## src/rtl/median_window_3x3_pkg.sv

```systemverilog
// median_window_3x3_pkg
//   Constants shared between the 3x3 window feeder and the downstream sorter
//   network: default pixel width, window element count, and the bit offset of
//   window element w[r][c] inside the flattened window bus.
//   No ports (package).
package median_window_3x3_pkg;

  localparam int DATA_W   = 8;
  localparam int WIN_ROWS = 3;
  localparam int WIN_COLS = 3;
  localparam int WIN_N    = WIN_ROWS * WIN_COLS;

  // Bit offset of w[r][c] in a flattened window of data_w-bit elements.
  // r=0 is the oldest row, c=0 the oldest column.
  function automatic int win_off(input int data_w, input int r, input int c);
    return data_w * (WIN_COLS * r + c);
  endfunction

endpackage

```

## src/rtl/median_window_3x3_line_buffer.sv

```systemverilog
// line_buffer_8bits
//   Single-clock line memory, one entry per pixel column. Read and write share
//   one address; the read is combinational, so the read data in a cycle is the
//   value stored before that cycle's write (read-before-write).
//   Contents are not reset.
// Ports:
//   clk_i    rising-edge clock
//   we_i     write enable
//   addr_i   shared read/write address (column)
//   wdata_i  write data
//   rdata_o  read data (old contents at addr_i)
module line_buffer_8bits #(
  parameter int WIDTH = 16,
  parameter int DEPTH = 8,
  parameter int AW    = $clog2(DEPTH)
) (
  input  logic             clk_i,
  input  logic             we_i,
  input  logic [AW-1:0]    addr_i,
  input  logic [WIDTH-1:0] wdata_i,
  output logic [WIDTH-1:0] rdata_o
);

  logic [WIDTH-1:0] mem_q [DEPTH];

  always_ff @(posedge clk_i) begin
    if (we_i) begin
      mem_q[addr_i] <= wdata_i;
    end
  end

  assign rdata_o = mem_q[addr_i];

endmodule

```

## src/rtl/median_window_3x3.sv

```systemverilog
// median_window_3x3
//   Raster-order pixel stream in, fully populated 3x3 neighbourhoods out.
//   Two line buffers (packed into one memory word) supply the rows above the
//   incoming pixel; a small shift register supplies the previous two columns.
//   Border pixels (x<2 or y<2) produce no window.
// Ports:
//   clk             rising-edge clock
//   rst_n           asynchronous active-low reset
//   in_valid        in_pixel carries a pixel this cycle
//   in_sof          with in_valid: this pixel is (0,0) of a new frame
//   in_pixel        pixel value
//   out_valid       one-cycle strobe, out_win holds a new window
//   out_win         flattened window, w[r][c] at [DATA_W*(3*r+c) +: DATA_W]
//   out_frame_done  one-cycle pulse after the last pixel of a frame
module median_window_3x3 #(
  parameter int IMG_WIDTH  = 8,
  parameter int IMG_HEIGHT = 8,
  parameter int DATA_W     = median_window_3x3_pkg::DATA_W
) (
  input  logic                                            clk,
  input  logic                                            rst_n,
  input  logic                                            in_valid,
  input  logic                                            in_sof,
  input  logic [DATA_W-1:0]                               in_pixel,
  output logic                                            out_valid,
  output logic [median_window_3x3_pkg::WIN_N*DATA_W-1:0]  out_win,
  output logic                                            out_frame_done
);

  import median_window_3x3_pkg::WIN_N;
  import median_window_3x3_pkg::WIN_COLS;
  import median_window_3x3_pkg::win_off;

  localparam int XW = $clog2(IMG_WIDTH);
  localparam int YW = $clog2(IMG_HEIGHT);
  localparam logic [XW-1:0] X_LAST = XW'(IMG_WIDTH - 1);
  localparam logic [YW-1:0] Y_LAST = YW'(IMG_HEIGHT - 1);
  localparam logic [XW-1:0] X_WIN  = XW'(2);
  localparam logic [YW-1:0] Y_WIN  = YW'(2);

  logic [XW-1:0]           col_q, col_d, col_cur;
  logic [YW-1:0]           row_q, row_d, row_cur;
  logic [2*DATA_W-1:0]     lb_rd;
  logic [DATA_W-1:0]       lb0_rd, lb1_rd;
  // Only the two newest columns are stored; the newest column of the window
  // comes straight from the line buffers and the input pixel.
  logic [DATA_W-1:0]       hist_q [3][2];
  logic [DATA_W-1:0]       win_d  [3][3];
  logic [WIN_N*DATA_W-1:0] win_flat_d;
  logic [WIN_N*DATA_W-1:0] out_win_q;
  logic                    out_valid_q, out_frame_done_q;
  logic                    emit, last_pix;

  // A start-of-frame pixel is (0,0) whatever the counters say.
  assign col_cur  = in_sof ? '0 : col_q;
  assign row_cur  = in_sof ? '0 : row_q;
  assign emit     = in_valid && (col_cur >= X_WIN) && (row_cur >= Y_WIN);
  assign last_pix = in_valid && (col_cur == X_LAST) && (row_cur == Y_LAST);

  always_comb begin
    col_d = col_q;
    row_d = row_q;
    if (in_valid) begin
      if (col_cur == X_LAST) begin
        col_d = '0;
        row_d = (row_cur == Y_LAST) ? '0 : row_cur + 1'b1;
      end else begin
        col_d = col_cur + 1'b1;
        row_d = row_cur;
      end
    end
  end

  // Word layout {lb1, lb0}: lb0 = row y-1, lb1 = row y-2 at this column.
  // Writing {lb0, pixel} ages both rows by one line in a single access.
  line_buffer_8bits #(
    .WIDTH (2 * DATA_W),
    .DEPTH (IMG_WIDTH)
  ) u_line_buffer (
    .clk_i   (clk),
    .we_i    (in_valid),
    .addr_i  (col_cur),
    .wdata_i ({lb0_rd, in_pixel}),
    .rdata_o (lb_rd)
  );

  assign lb0_rd = lb_rd[DATA_W-1:0];
  assign lb1_rd = lb_rd[2*DATA_W-1:DATA_W];

  always_comb begin
    for (int r = 0; r < 3; r++) begin
      win_d[r][0] = hist_q[r][0];
      win_d[r][1] = hist_q[r][1];
    end
    win_d[0][2] = lb1_rd;
    win_d[1][2] = lb0_rd;
    win_d[2][2] = in_pixel;
  end

  for (genvar gi = 0; gi < WIN_N; gi++) begin : g_flat
    assign win_flat_d[win_off(DATA_W, gi / WIN_COLS, gi % WIN_COLS) +: DATA_W] =
      win_d[gi / WIN_COLS][gi % WIN_COLS];
  end

  always_ff @(posedge clk or negedge rst_n) begin
    if (!rst_n) begin
      col_q            <= '0;
      row_q            <= '0;
      out_valid_q      <= 1'b0;
      out_frame_done_q <= 1'b0;
      out_win_q        <= '0;
      for (int r = 0; r < 3; r++) begin
        hist_q[r][0] <= '0;
        hist_q[r][1] <= '0;
      end
    end else begin
      out_valid_q      <= emit;
      out_frame_done_q <= last_pix;
      col_q            <= col_d;
      row_q            <= row_d;
      if (in_valid) begin
        for (int r = 0; r < 3; r++) begin
          hist_q[r][0] <= win_d[r][1];
          hist_q[r][1] <= win_d[r][2];
        end
      end
      if (emit) begin
        out_win_q <= win_flat_d;
      end
    end
  end

  assign out_valid      = out_valid_q;
  assign out_win        = out_win_q;
  assign out_frame_done = out_frame_done_q;

endmodule

```

## config.mk

```make
export PLATFORM = sky130hd
export DESIGN_NAME = median_window_3x3
export DESIGN_NICKNAME = d
export VERILOG_FILES = /design/src/rtl/median_window_3x3_pkg.sv /design/src/rtl/median_window_3x3_line_buffer.sv /design/src/rtl/median_window_3x3.sv
export SDC_FILE = /design/constraint.sdc
export NUM_CORES = 1
export LEC_CHECK = 0
export CAP_MARGIN = 10
export CORE_ASPECT_RATIO = 1.25
export CORE_MARGIN = 2
export CORE_UTILIZATION = 40
export DETAILED_ROUTE_END_ITERATION = 7
export PLACE_DENSITY_LB_ADDON = 0.08
export SYNTH_ARGS = -nofsm -noshare
export SYNTH_HDL_FRONTEND = slang
export SYNTH_SLANG_ARGS = --single-unit
export TNS_END_PERCENT = 1
```

## constraint.sdc

```tcl
create_clock -name clk -period 6.8 [get_ports clk]
set_clock_uncertainty 0.2 [all_clocks]
set_input_delay 2.04 -clock clk [delete_from_list [all_inputs] [get_ports clk]]
set_output_delay 2.04 -clock clk [all_outputs]
set_load 0.02 [all_outputs]
```

==> implementation parameters, run 1 <==
Parameter                              Value

Global route
  First-pass GRT wire length    37.30 mm
  Antenna violations before repair    0
  Vias in the first global route    6069
  GRT Util Overall    18.06%
  Pin count of the biggest net entering global routing    81
  Total congestion overflow after global routing    0

Die
  I/O pins    86
  Row cnt    65
  Starting density of the core    40.90%
  Die Span Y    184.1 µm
  Die width    148.1 µm
  Core Footprint    25370 µm²
  Die area    27260 µm²

Clock network
  Clock buffers created by TritonCTS    26
  Post_cts resized    0
  H-tree depth reported by CTS    1
  Maximum root-to-sink buffer count    3
  Worst-Skew Late Latency    0.53 ns
  Clock-pin slew reported for the worst setup and hold paths after clock tree synthesis    0.06 ns
  Root buffer cell    sky130_fd_sc_hd__clkbuf_16
  Clock tree from TritonCTS    done
  Number of clock sinks    256
  Count of hold-fix buffers inserted at cts    0
  Post-CTS Setup Repair Bufs    0

STA
  Final Hold Violating Endpoints    0
  Setup ws final    2.158 ns
  Final TNS setup    0 ns
  Final critical delay including setup and external delays    4.642 ns
  Count of final max-slew check failures    0
  Max_slew headroom    28.90%
  Highest clock frequency the design can meet    215.4 MHz
  Setup repair after global routing missed its margin    no
  Final setup violation count    0
  Final worst-path cycle share    68.26%
  Transition time of the tightest slew-check pin    1.063 ns

Pwr
  Power per cell area    290.1 nW/µm²
  Gate power share    9.0%
  Lkg Pwr    4.835 nW
  Fraction of power spent switching nets    23.82%
  Maximum ir drop on the vdd rail    0.0001758 V
  Cell-internal power    2.759 mW
  Total power draw    3.621 mW
  Clk pwr share    40.6%
  Sw Pwr    0.8625 mW
  Relative contribution of sequential cells to total power    50.4%

Detailed routing
  Number of vias in the routed layout    5716
  Final routed DRC violation total    0
  Number of detailed-route iterations in the first pass    5
  Antenna-violating nets left    0
  Detailed-route wire length per cell    22.30 µm
  Post-DR vias/cell    5.317
  Final wirelength    23.98 mm
  Starting DRT DRC Count    273

Critical path
  Critical Path Fanout Max    35
  Setup Crit Path Kind    primary input to flip-flop
  Critical Path Start Type    primary input
  Critical Path End Type    flip-flop
  Worst EP required    7.02 ns
  Arrival time at the worst endpoint    4.86 ns

Layout
  Most common library cell in the layout ignoring fill and taps    sky130_fd_sc_hd__edfxtp_1
  Commonest cells after routing, fill and taps aside    sky130_fd_sc_hd__edfxtp_1 (128), sky130_fd_sc_hd__dfrtp_1 (127), sky130_fd_sc_hd__mux2_2 (85)
  Utilization after layout    49.19%
  Number of fill cells in the layout    2198
  Number of antenna cells inserted    0
  Seq. cell area    7048 µm²
  Area added between synthesis and finish    20.27%
  Proportion of layout cells with a drive suffix above 1    28.24%
  Area of combinational cells with multiple inputs    3092 µm²
  Number of nets in the finished design    736

Synth
  Number of library cell types mapped by synthesis    35
  Synthesized area    10380 µm²
  Most area-hungry cell type in the Yosys netlist    sky130_fd_sc_hd__edfxtp_1
  Net Count, Synth    649
  Share of the synthesized area in the top cell type    37.03%
  Seq/Total Area, Yosys    67.90%
  Main synth FF type    sky130_fd_sc_hd__edfxtp_1
  Per-instance average area after synthesis    16.40 µm²
  Flop and latch count out of synthesis    256
  Number of warnings printed during yosys synthesis    0
  Count of mapped cells out of synthesis    633
  Share of synthesized flip-flops with an asynchronous set or reset    50.00%
  Number of flops mapped to enable cells by yosys    128
  Area contributors post-synth    sky130_fd_sc_hd__edfxtp_1 (37%), sky130_fd_sc_hd__dfrtp_1 (31%), sky130_fd_sc_hd__mux2_2 (9.2%)

Outcome
  Outcome    finished, final reports clean

Placed design
  Number of input and output port buffers inserted    85
  Final weighted congestion in routability-driven placement    0.7651
  Pre-CTS setup slack    1.571 ns
  Final HPWL from detailed placement    15.23 mm

Run
  Max Cap Violations    0

Hold path
  Class of the worst hold path    flip-flop to flip-flop
==> registers in the layout, indices dropped and copies added (netlist names) <==
name                 flops
u_line_buffer.mem_q    128
out_win                 72
hist_q                  48
col_q                    3
row_q                    3
out_frame_done           1
out_valid                1
==> metrics by stage <==
step / cell area [µm²] / hold slack (ns) / std cells
6_report: 12480 / 0.3028 / 1075
2_1_floorplan: 10380 / 0.2732 / 633
4_1_cts: 12450 / 0.3060 / 1074
5_1_grt: 12480 / 0.3222 / 1075
3_3_place_gp: 11540 / 0.2836 / 1026
3_5_place_dp: 11540 / 0.2918 / 1026
==> logic make-up (layout without fill, tap and decap cells) <==
logic type                 count (synthesis)  count (layout)  synth area share (%)
adders and majority gates                  4               4                0.4822
muxes                                    139             139                 16.99
AOI/OAI and AO/OA                        103             103                 6.896
and+or+nand+nor                           84              84                 4.871
buffers and inverters                     47             154                 2.869
DFF                                      256             256                 67.90
==> per-layer routing <==
layer,up-vias,part of all wire [%],track usage [%]
met5,-,0,0
met4,0,1.9,4.571
met3,34,4.1,2.772
met2,139,52,31.85
met1,2954,43,23.37
li1,2589,-,-
==> critical path, cell delays in order <==
cell,delay (ns)
sky130_fd_sc_hd__clkdlybuf4s50_1,0.43
sky130_fd_sc_hd__buf_4,0.22
sky130_fd_sc_hd__nor2b_1,0.19
sky130_fd_sc_hd__ha_1,0.16
sky130_fd_sc_hd__or3_1,0.09
sky130_fd_sc_hd__buf_4,0.24
sky130_fd_sc_hd__and3_4,0.67
sky130_fd_sc_hd__buf_4,0.45
sky130_fd_sc_hd__mux2_4,0.33
==> synthesized netlist by cell type (5+ instances only) <==
library cell and n:
sky130_fd_sc_hd__mux2_2 85, sky130_fd_sc_hd__nand3_1 8, sky130_fd_sc_hd__nor2b_1 21, sky130_fd_sc_hd__and3b_1 17
sky130_fd_sc_hd__nor2_1 22, sky130_fd_sc_hd__a31oi_1 32, sky130_fd_sc_hd__dfrtp_1 128, sky130_fd_sc_hd__clkbuf_1 20
sky130_fd_sc_hd__a41oi_1 16, sky130_fd_sc_hd__o21ai_0 17, sky130_fd_sc_hd__mux2_4 53, sky130_fd_sc_hd__buf_2 11
sky130_fd_sc_hd__edfxtp_1 128, sky130_fd_sc_hd__a22oi_1 32, sky130_fd_sc_hd__buf_12 5
==> cell type report <==
cell class                 instances  share of cell area (%)
sequential                       256                   56.47
inverter                           4                  0.1203
clock inverter                     4                  0.2506
multi-input combinational        330                   24.77
timing repair buffer             102                   7.969
clock buffer                      44                   7.067
tap                              335                   3.358
==> final timing paths <==
| check | start | to | slack (ns) | depth (start not counted) |
|---|---|---|---|---|
| worst max register to register | col_q[0]$_DFFE_PN0P_ | u_line_buffer.mem_q[7][15]$_DFFE_PP_ | 3.60 | 4 |
| min in group asynchronous | rst_n | hist_q[37]$_DFFE_PN0P_ | 1.33 | 1 |
| worst min-delay path | hist_q[43]$_DFFE_PN0P_ | out_win[3]$_DFFE_PN0P_ | 0.30 | 1 |
| max in group asynchronous | rst_n | col_q[0]$_DFFE_PN0P_ | 3.90 | 2 |
| worst min register to register | hist_q[43]$_DFFE_PN0P_ | out_win[3]$_DFFE_PN0P_ | 0.30 | 1 |
| worst max-delay path | in_sof | out_win[2]$_DFFE_PN0P_ | 2.16 | 9 |
==> power by group through the flow <==
stage	clock network (mW)	logic [mW]	registers [mW]
global placement	0	0.323	1.85
global route	1.56	0.359	1.84
detailed placement	0	0.329	1.86
floorplan	0	0.219	1.81
finish	1.47	0.325	1.83
CTS	1.50	0.330	1.83
Power figures use the tool's default switching activity.
==> run 2: changes to the inputs <==
==> constraint.sdc (replaced) <==
create_clock -name clk -period 4.75 [get_ports clk]
set_clock_uncertainty 0.2 [all_clocks]
set_input_delay 1.425 -clock clk [delete_from_list [all_inputs] [get_ports clk]]
set_output_delay 1.425 -clock clk [all_outputs]
set_load 0.02 [all_outputs]
==> run 2 against run 1 <==
Effect of this change:
- first-iteration DRC count up 8.1%
- sequential cell count stayed put
- critical endpoint is now u_line_buffer.mem_q[0][13]$_DFFE_PP_
- worst hold slack about the same
- largest cell class unchanged
- clock power is 39% higher
- final cell count up 1.1%
- die area unchanged
- combinational power grew 48%
==> implementation parameters, run 2 (synthesized netlist as in run 1, its figures left out) <==
Parameter                              Value

STA
  Final worst-path cycle share    79.13%
  Final setup violation count    0 (unchanged)
  Max_slew headroom    19.32% (was 28.90%)
  Count of final max-slew check failures    0 (unchanged)
  Final TNS setup    0 ns (unchanged)
  Final critical delay including setup and external delays    3.759 ns
  Transition time of the tightest slew-check pin    1.210 ns (was 1.063 ns)
  Final Hold Violating Endpoints    0 (unchanged)
  Setup repair after global routing missed its margin    no (unchanged)
  Highest clock frequency the design can meet    266.0 MHz

Critical path
  Arrival time at the worst endpoint    3.75 ns (was 4.86 ns)
  Critical Path Fanout Max    22 (was 35)
  Register-to-Register Setup Slack    1.78 ns (was 3.60 ns)
  Largest stage delay, worst path    0.59 ns (was 0.67 ns)
  Critical Path End Type    flip-flop (unchanged)
  Critical path buffer and inverter count    2 (was 4)
  Worst Setup SP    in_sof (unchanged)
  Critical register-to-register path startpoint    col_q[0]$_DFFE_PN0P_ (unchanged)
  Crit path depth    5 (was 9)
  Top Family by Delay on Critical Path    buffers and inverters (unchanged)
  Logic depth of the worst register-to-register path    4 (unchanged)
  Worst EP required    4.74 ns (was 7.02 ns)
  Setup Crit Path Kind    primary input to flip-flop (unchanged)
  Critical Path Start Type    primary input (unchanged)
  Reg-to-reg endpoint    u_line_buffer.mem_q[5][14]$_DFFE_PP_ (was u_line_buffer.mem_q[7][15]$_DFFE_PP_)
  Sequence of cells on the critical path    clkdlybuf4s50_1 > buf_4 > and3b_1 > a22oi_1 > nand3_1 (was clkdlybuf4s50_1 > buf_4 > nor2b_1 > ha_1 > or3_1 > buf_4 > and3_4 > buf_4 > mux2_4)
  Cell with the largest stage delay on the worst path    sky130_fd_sc_hd__clkdlybuf4s50_1 (was sky130_fd_sc_hd__and3_4)

Die
  Starting density of the core    40.90% (unchanged)
  Die area    27260 µm² (unchanged)
  Core Footprint    25370 µm² (unchanged)
  Row cnt    65 (unchanged)
  Die width    148.1 µm (unchanged)
  I/O pins    86 (unchanged)
  Die Span Y    184.1 µm (unchanged)

Layout
  Proportion of layout cells with a drive suffix above 1    28.46% (was 28.24%)
  Register bank with the most flops    u_line_buffer.mem_q (unchanged)
  Area added between synthesis and finish    20.34% (was 20.27%)
  Number of nets in the finished design    748 (was 736)
  Number of fill cells in the layout    2163 (was 2198)
  Utilization after layout    49.22% (was 49.19%)
  Most common library cell in the layout ignoring fill and taps    sky130_fd_sc_hd__edfxtp_1 (unchanged)
  Number of antenna cells inserted    0 (unchanged)
  Commonest cells after routing, fill and taps aside    sky130_fd_sc_hd__edfxtp_1 (128), sky130_fd_sc_hd__dfrtp_1 (127), sky130_fd_sc_hd__mux2_2 (85) (unchanged)
  Flip-flop count of the largest register after layout    128 (unchanged)

Detailed routing
  Number of vias in the routed layout    5791 (was 5716)
  Antenna-violating nets left    0 (unchanged)
  Starting DRT DRC Count    295 (was 273)
  Detailed-route wire length per cell    22.46 µm (was 22.30 µm)
  Number of detailed-route iterations in the first pass    5 (unchanged)
  Final routed DRC violation total    0 (unchanged)
  Post-DR vias/cell    5.328 (was 5.317)
  Final wirelength    24.41 mm (was 23.98 mm)

Clock network
  Post_cts resized    0 (unchanged)
  H-tree depth reported by CTS    1 (unchanged)
  Post-CTS Setup Repair Bufs    0 (unchanged)
  Clock buffers created by TritonCTS    27 (was 26)
  Maximum root-to-sink buffer count    3 (unchanged)
  Count of hold-fix buffers inserted at cts    0 (unchanged)
  Root buffer cell    sky130_fd_sc_hd__clkbuf_16 (unchanged)
  Number of clock sinks    256 (unchanged)
  Worst-Skew Late Latency    0.55 ns (was 0.53 ns)
  Clock tree from TritonCTS    done (unchanged)
  Clock-pin slew reported for the worst setup and hold paths after clock tree synthesis    0.06 ns (about the same)

Global route
  Pin count of the biggest net entering global routing    77 (was 81)
  Total congestion overflow after global routing    0 (unchanged)
  Vias in the first global route    6203 (was 6069)
  GRT Util Overall    18.37% (was 18.06%)
  Antenna violations before repair    0 (unchanged)
  First-pass GRT wire length    38.14 mm (was 37.30 mm)

Pwr
  Maximum ir drop on the vdd rail    0.0002573 V (was 0.0001758 V)
  Power per cell area    411.8 nW/µm² (was 290.1 nW/µm²)
  Fraction of power spent switching nets    24.18% (was 23.82%)
  Lkg Pwr    4.839 nW (was 4.835 nW)
  Relative contribution of sequential cells to total power    50.8% (was 50.4%)
  Gate power share    9.4% (was 9.0%)
  Cell-internal power    3.900 mW (was 2.759 mW)
  Sw Pwr    1.244 mW (was 0.8625 mW)
  Clk pwr share    39.9% (was 40.6%)

Hold path
  Cell count of the worst hold path    1 (unchanged)
  Hold path startpoint    hist_q[12]$_DFFE_PN0P_ (was hist_q[43]$_DFFE_PN0P_)
  Worst Hold Endpoint    out_win[52]$_DFFE_PN0P_ (was out_win[3]$_DFFE_PN0P_)
  Class of the worst hold path    flip-flop to flip-flop (unchanged)

Outcome
  Outcome    finished, final reports clean (unchanged)

Placed design
  Final weighted congestion in routability-driven placement    0.7687 (was 0.7651)
  Final HPWL from detailed placement    15.92 mm (was 15.23 mm)
  Number of input and output port buffers inserted    85 (unchanged)

Run
  Max Cap Violations    0 (unchanged)
==> run 2: cell types whose count changed in the layout (fill, tap and decap cells not counted), sizes merged <==
cell | before | now
clkbuf | 44 | 39
buf | 19 | 30
inv | 4 | 5
bufinv | 0 | 2
clkinvlp | 0 | 1
clkinv | 4 | 6
==> run 2: stage by stage <==
step           hold WS, ns  power, mW  instances  setup WS [ns]  instance area [µm²]
2_1_floorplan       0.2732      2.911        633         0.4138                10380
3_3_place_gp        0.2858      3.129       1038         0.4100                11620
3_5_place_dp        0.2910      3.143       1038         0.3733                11620
4_1_cts             0.3047      5.204       1087         0.9385                12490
5_1_grt             0.3190      5.357       1087         0.8171                12490
6_report            0.3026      5.144       1087         0.9911                12490
==> run 2: layout make-up <==
class | count | area (µm²) | share of cell area [%]
Clock buffer | 39 | 750.7 | 6.011
Timing Repair Buffer | 113 | 1082 | 8.666
Sequential cell | 256 | 7048 | 56.43
Clock inverter | 10 | 113.9 | 0.9116
Tap cell | 335 | 419.2 | 3.356
Multi-Input combinational cell | 330 | 3060 | 24.50
Inverter | 4 | 15.01 | 0.1202
==> run 2: worst max-delay path by stage <==
stage / endpoint / slack (ns)
floorplan: u_line_buffer.mem_q[2][0]$_DFFE_PP_ / 0.41
global placement: u_line_buffer.mem_q[2][13]$_DFFE_PP_ / 0.41
detailed placement: u_line_buffer.mem_q[1][13]$_DFFE_PP_ / 0.37
CTS: u_line_buffer.mem_q[0][13]$_DFFE_PP_ / 0.94
global route: u_line_buffer.mem_q[4][13]$_DFFE_PP_ / 0.82
finish: u_line_buffer.mem_q[0][13]$_DFFE_PP_ / 0.99
==> run 2: metal layers <==
metal | routed length [µm] | GRT usage, % | up-vias
met1 | 10120 | 23.91 | 2989
met5 | 0 | 0 | -
met3 | 1123 | 2.599 | 36
met4 | 585 | 4.990 | 0
met2 | 12590 | 32.24 | 158
li1 | - | - | 2608
==> run 2: power groups by stage <==
| stage | Sequential [mW] | Combinational [mW] | Clock, mW |
|---|---|---|---|
| after detailed placement | 2.66 | 0.485 | 0 |
| after CTS | 2.62 | 0.487 | 2.10 |
| after floorplan | 2.60 | 0.314 | 0 |
| after global placement | 2.65 | 0.477 | 0 |
| final | 2.61 | 0.482 | 2.05 |
| after global routing | 2.63 | 0.529 | 2.20 |
==> run 3: changes to the inputs <==
==> constraint.sdc (replaced) <==
create_clock -name clk -period 3.3 [get_ports clk]
set_clock_uncertainty 0.2 [all_clocks]
set_input_delay 0.99 -clock clk [delete_from_list [all_inputs] [get_ports clk]]
set_output_delay 0.99 -clock clk [all_outputs]
set_load 0.02 [all_outputs]
==> run 3 against run 2 <==
Effect of this change:
- critical path depth increased by 1
- sequential share of layout area decreased by 2.1 points
- combinational power increased by 61%
- worst hold slack got worse by 0.081 ns
- via count increased by 2.5%
- count of clock-buffer cells in the layout decreased by 7
- die area unchanged
- first-iteration DRC count increased by 5.8%
- largest power group unchanged
- sequential cell count unchanged
==> implementation parameters, run 3 (synthesized netlist as in run 1, its figures left out) <==
Parameter                              Value

Detailed routing
  Final wirelength    24.23 mm (was 24.41 mm)
  Final routed DRC violation total    0 (unchanged)
  Detailed-route wire length per cell    21.42 µm (was 22.46 µm)
  Number of detailed-route iterations in the first pass    4 (was 5)
  Post-DR vias/cell    5.249 (was 5.328)
  Starting DRT DRC Count    312 (was 295)
  Number of vias in the routed layout    5937 (was 5791)
  Antenna-violating nets left    0 (unchanged)

Critical path
  Critical path buffer and inverter count    3 (was 2)
  Critical Path End Type    flip-flop (unchanged)
  Top Family by Delay on Critical Path    simple AND/OR/NAND/NOR gates (was buffers and inverters)
  Critical Path Start Type    primary input (unchanged)
  Crit path depth    6 (was 5)
  Sequence of cells on the critical path    clkdlybuf4s50_1 > buf_12 > nor3b_2 > a22oi_1 > nand3_1 > buf_4 (was clkdlybuf4s50_1 > buf_4 > and3b_1 > a22oi_1 > nand3_1)
  Cell with the largest stage delay on the worst path    sky130_fd_sc_hd__nor3b_2 (was sky130_fd_sc_hd__clkdlybuf4s50_1)
  Worst EP required    3.48 ns (was 4.74 ns)
  Largest stage delay, worst path    0.86 ns (was 0.59 ns)
  Logic depth of the worst register-to-register path    4 (unchanged)
  Arrival time at the worst endpoint    3.20 ns (was 3.75 ns)
  Setup Crit Path Kind    primary input to flip-flop (unchanged)
  Critical Path Fanout Max    16 (was 22)

Hold path
  Class of the worst hold path    primary input to asynchronous set/reset pin (was flip-flop to flip-flop)

Die
  I/O pins    86 (unchanged)
  Die width    148.1 µm (unchanged)
  Die area    27260 µm² (unchanged)
  Die Span Y    184.1 µm (unchanged)
  Row cnt    65 (unchanged)
  Core Footprint    25370 µm² (unchanged)
  Starting density of the core    40.90% (unchanged)

Placed design
  Final HPWL from detailed placement    16.76 mm (was 15.92 mm)
  Cell area after placement    12060 µm² (was 11620 µm²)
  Pre-CTS setup slack    -0.2590 ns (was 0.3733 ns)
  Number of input and output port buffers inserted    85 (unchanged)
  Final weighted congestion in routability-driven placement    0.7963 (was 0.7687)

STA
  Transition time of the tightest slew-check pin    1.054 ns (was 1.210 ns)
  Final critical delay including setup and external delays    3.015 ns
  Count of final max-slew check failures    0 (unchanged)
  Final Hold Violating Endpoints    0 (unchanged)
  Final setup violation count    0 (unchanged)
  Setup repair after global routing missed its margin    no (unchanged)
  Post-Route Hold Slack    0.2218 ns (was 0.3026 ns)
  Highest clock frequency the design can meet    331.7 MHz
  Final worst-path cycle share    91.36%
  Max_slew headroom    29.43% (was 19.32%)
  Setup ws final    0.2852 ns (was 0.9911 ns)

Clock network
  Count of hold-fix buffers inserted at cts    0 (unchanged)
  Worst-Skew Late Latency    0.53 ns (was 0.55 ns)
  Post-CTS Setup Repair Bufs    0 (unchanged)
  Clock tree from TritonCTS    done (unchanged)
  H-tree depth reported by CTS    1 (unchanged)
  Number of clock sinks    256 (unchanged)
  Post_cts resized    0 (unchanged)
  Clock buffers created by TritonCTS    27 (unchanged)
  Root buffer cell    sky130_fd_sc_hd__clkbuf_16 (unchanged)
  Clock-pin slew reported for the worst setup and hold paths after clock tree synthesis    0.06 ns (about the same)
  Maximum root-to-sink buffer count    3 (unchanged)

Global route
  Total congestion overflow after global routing    0 (unchanged)
  Vias in the first global route    6428 (was 6203)
  First-pass GRT wire length    38.23 mm (was 38.14 mm)
  GRT Util Overall    18.34% (was 18.37%)
  Antenna violations before repair    0 (unchanged)
  Pin count of the biggest net entering global routing    61 (was 77)

Outcome
  Outcome    finished, final reports clean (unchanged)

Layout
  Proportion of layout cells with a drive suffix above 1    33.04% (was 28.46%)
  Number of antenna cells inserted    0 (unchanged)
  Register bank with the most flops    u_line_buffer.mem_q (unchanged)
  Number of nets in the finished design    791 (was 748)
  Area of combinational cells with multiple inputs    3069 µm² (was 3060 µm²)
  Seq. cell area    7048 µm² (unchanged)
  Number of fill cells in the layout    2131 (was 2163)
  Area added between synthesis and finish    25.10% (was 20.34%)
  Flip-flop count of the largest register after layout    128 (unchanged)
  Most common library cell in the layout ignoring fill and taps    sky130_fd_sc_hd__edfxtp_1 (unchanged)
  Commonest cells after routing, fill and taps aside    sky130_fd_sc_hd__edfxtp_1 (128), sky130_fd_sc_hd__dfrtp_1 (127), sky130_fd_sc_hd__mux2_2 (85) (unchanged)
  Post-Layout Inst Area    12980 µm² (was 12490 µm²)

Pwr
  Maximum ir drop on the vdd rail    0.0003186 V (was 0.0002573 V)
  Power per cell area    587.1 nW/µm² (was 411.8 nW/µm²)
  Total power draw    7.623 mW (was 5.144 mW)
  Lkg Pwr    5.104 nW (was 4.839 nW)

Run
  Max Cap Violations    0 (unchanged)
[run 3: changes by cell type in the layout (fill, tap and decap cells not counted), sizes merged]
cell,change
clkinvlp,+1
clkinv,+5
buf,+43
inv,+1
clkbuf,-7
bufinv,+1
[run 3: report_power, final]
group	switching [mW]	internal (mW)	leakage, nW
registers	0.157	3.61	2.83
logic	0.434	0.342	1.82
clock network	1.21	1.87	0.455
total	1.80	5.82	5.10
[run 3: area by class of cell]
class,count,area share [%]
flip-flops and latches,256,54.28
multi-input cells,330,23.64
repair buffers,156,11.59
clock buffers,32,5.840
well taps,335,3.228
clock inverters,18,1.301
inverters,4,0.1156
[run 3: worst paths after layout]
path	from	endpoint	slack, ns
min reg2reg	hist_q[14]$_DFFE_PN0P_	out_win[54]$_DFFE_PN0P_	0.30
max	in_sof	u_line_buffer.mem_q[3][9]$_DFFE_PP_	0.29
max reg2reg	col_q[0]$_DFFE_PN0P_	u_line_buffer.mem_q[3][9]$_DFFE_PP_	0.67
max in group asynchronous	rst_n	hist_q[21]$_DFFE_PN0P_	2.00
min	rst_n	hist_q[33]$_DFFE_PN0P_	0.22
min in group clk	hist_q[14]$_DFFE_PN0P_	out_win[54]$_DFFE_PN0P_	0.30
[run 3: metal layers]
layer,vias up,part of all wire [%],track usage (%)
met5,-,0,0
met4,0,3.0,6.286
met3,37,4.7,3.069
met2,148,51,32.02
met1,3046,41,23.14
li1,2706,-,-
[run 3: worst reg2reg max path, delay by kind of cell (launching register included)]
family | cells | cell delay (ns)
compound gates | 1 | 0.34
simple gates | 1 | 0.22
flops | 1 | 0.98
mux | 1 | 0.42
buf+inv | 1 | 0.21
[run 3: per-stage QoR]
| step | std cells | utilization (%) | TNS [ns] |
|---|---|---|---|
| 2_1_floorplan | 633 | - | -23.51 |
| 3_3_place_gp | 1081 | 47.51 | -18.27 |
| 3_5_place_dp | 1081 | 47.51 | -18.93 |
| 4_1_cts | 1131 | 51.17 | 0 |
| 5_1_grt | 1131 | 51.17 | 0 |
| 6_report | 1131 | 51.17 | 0 |
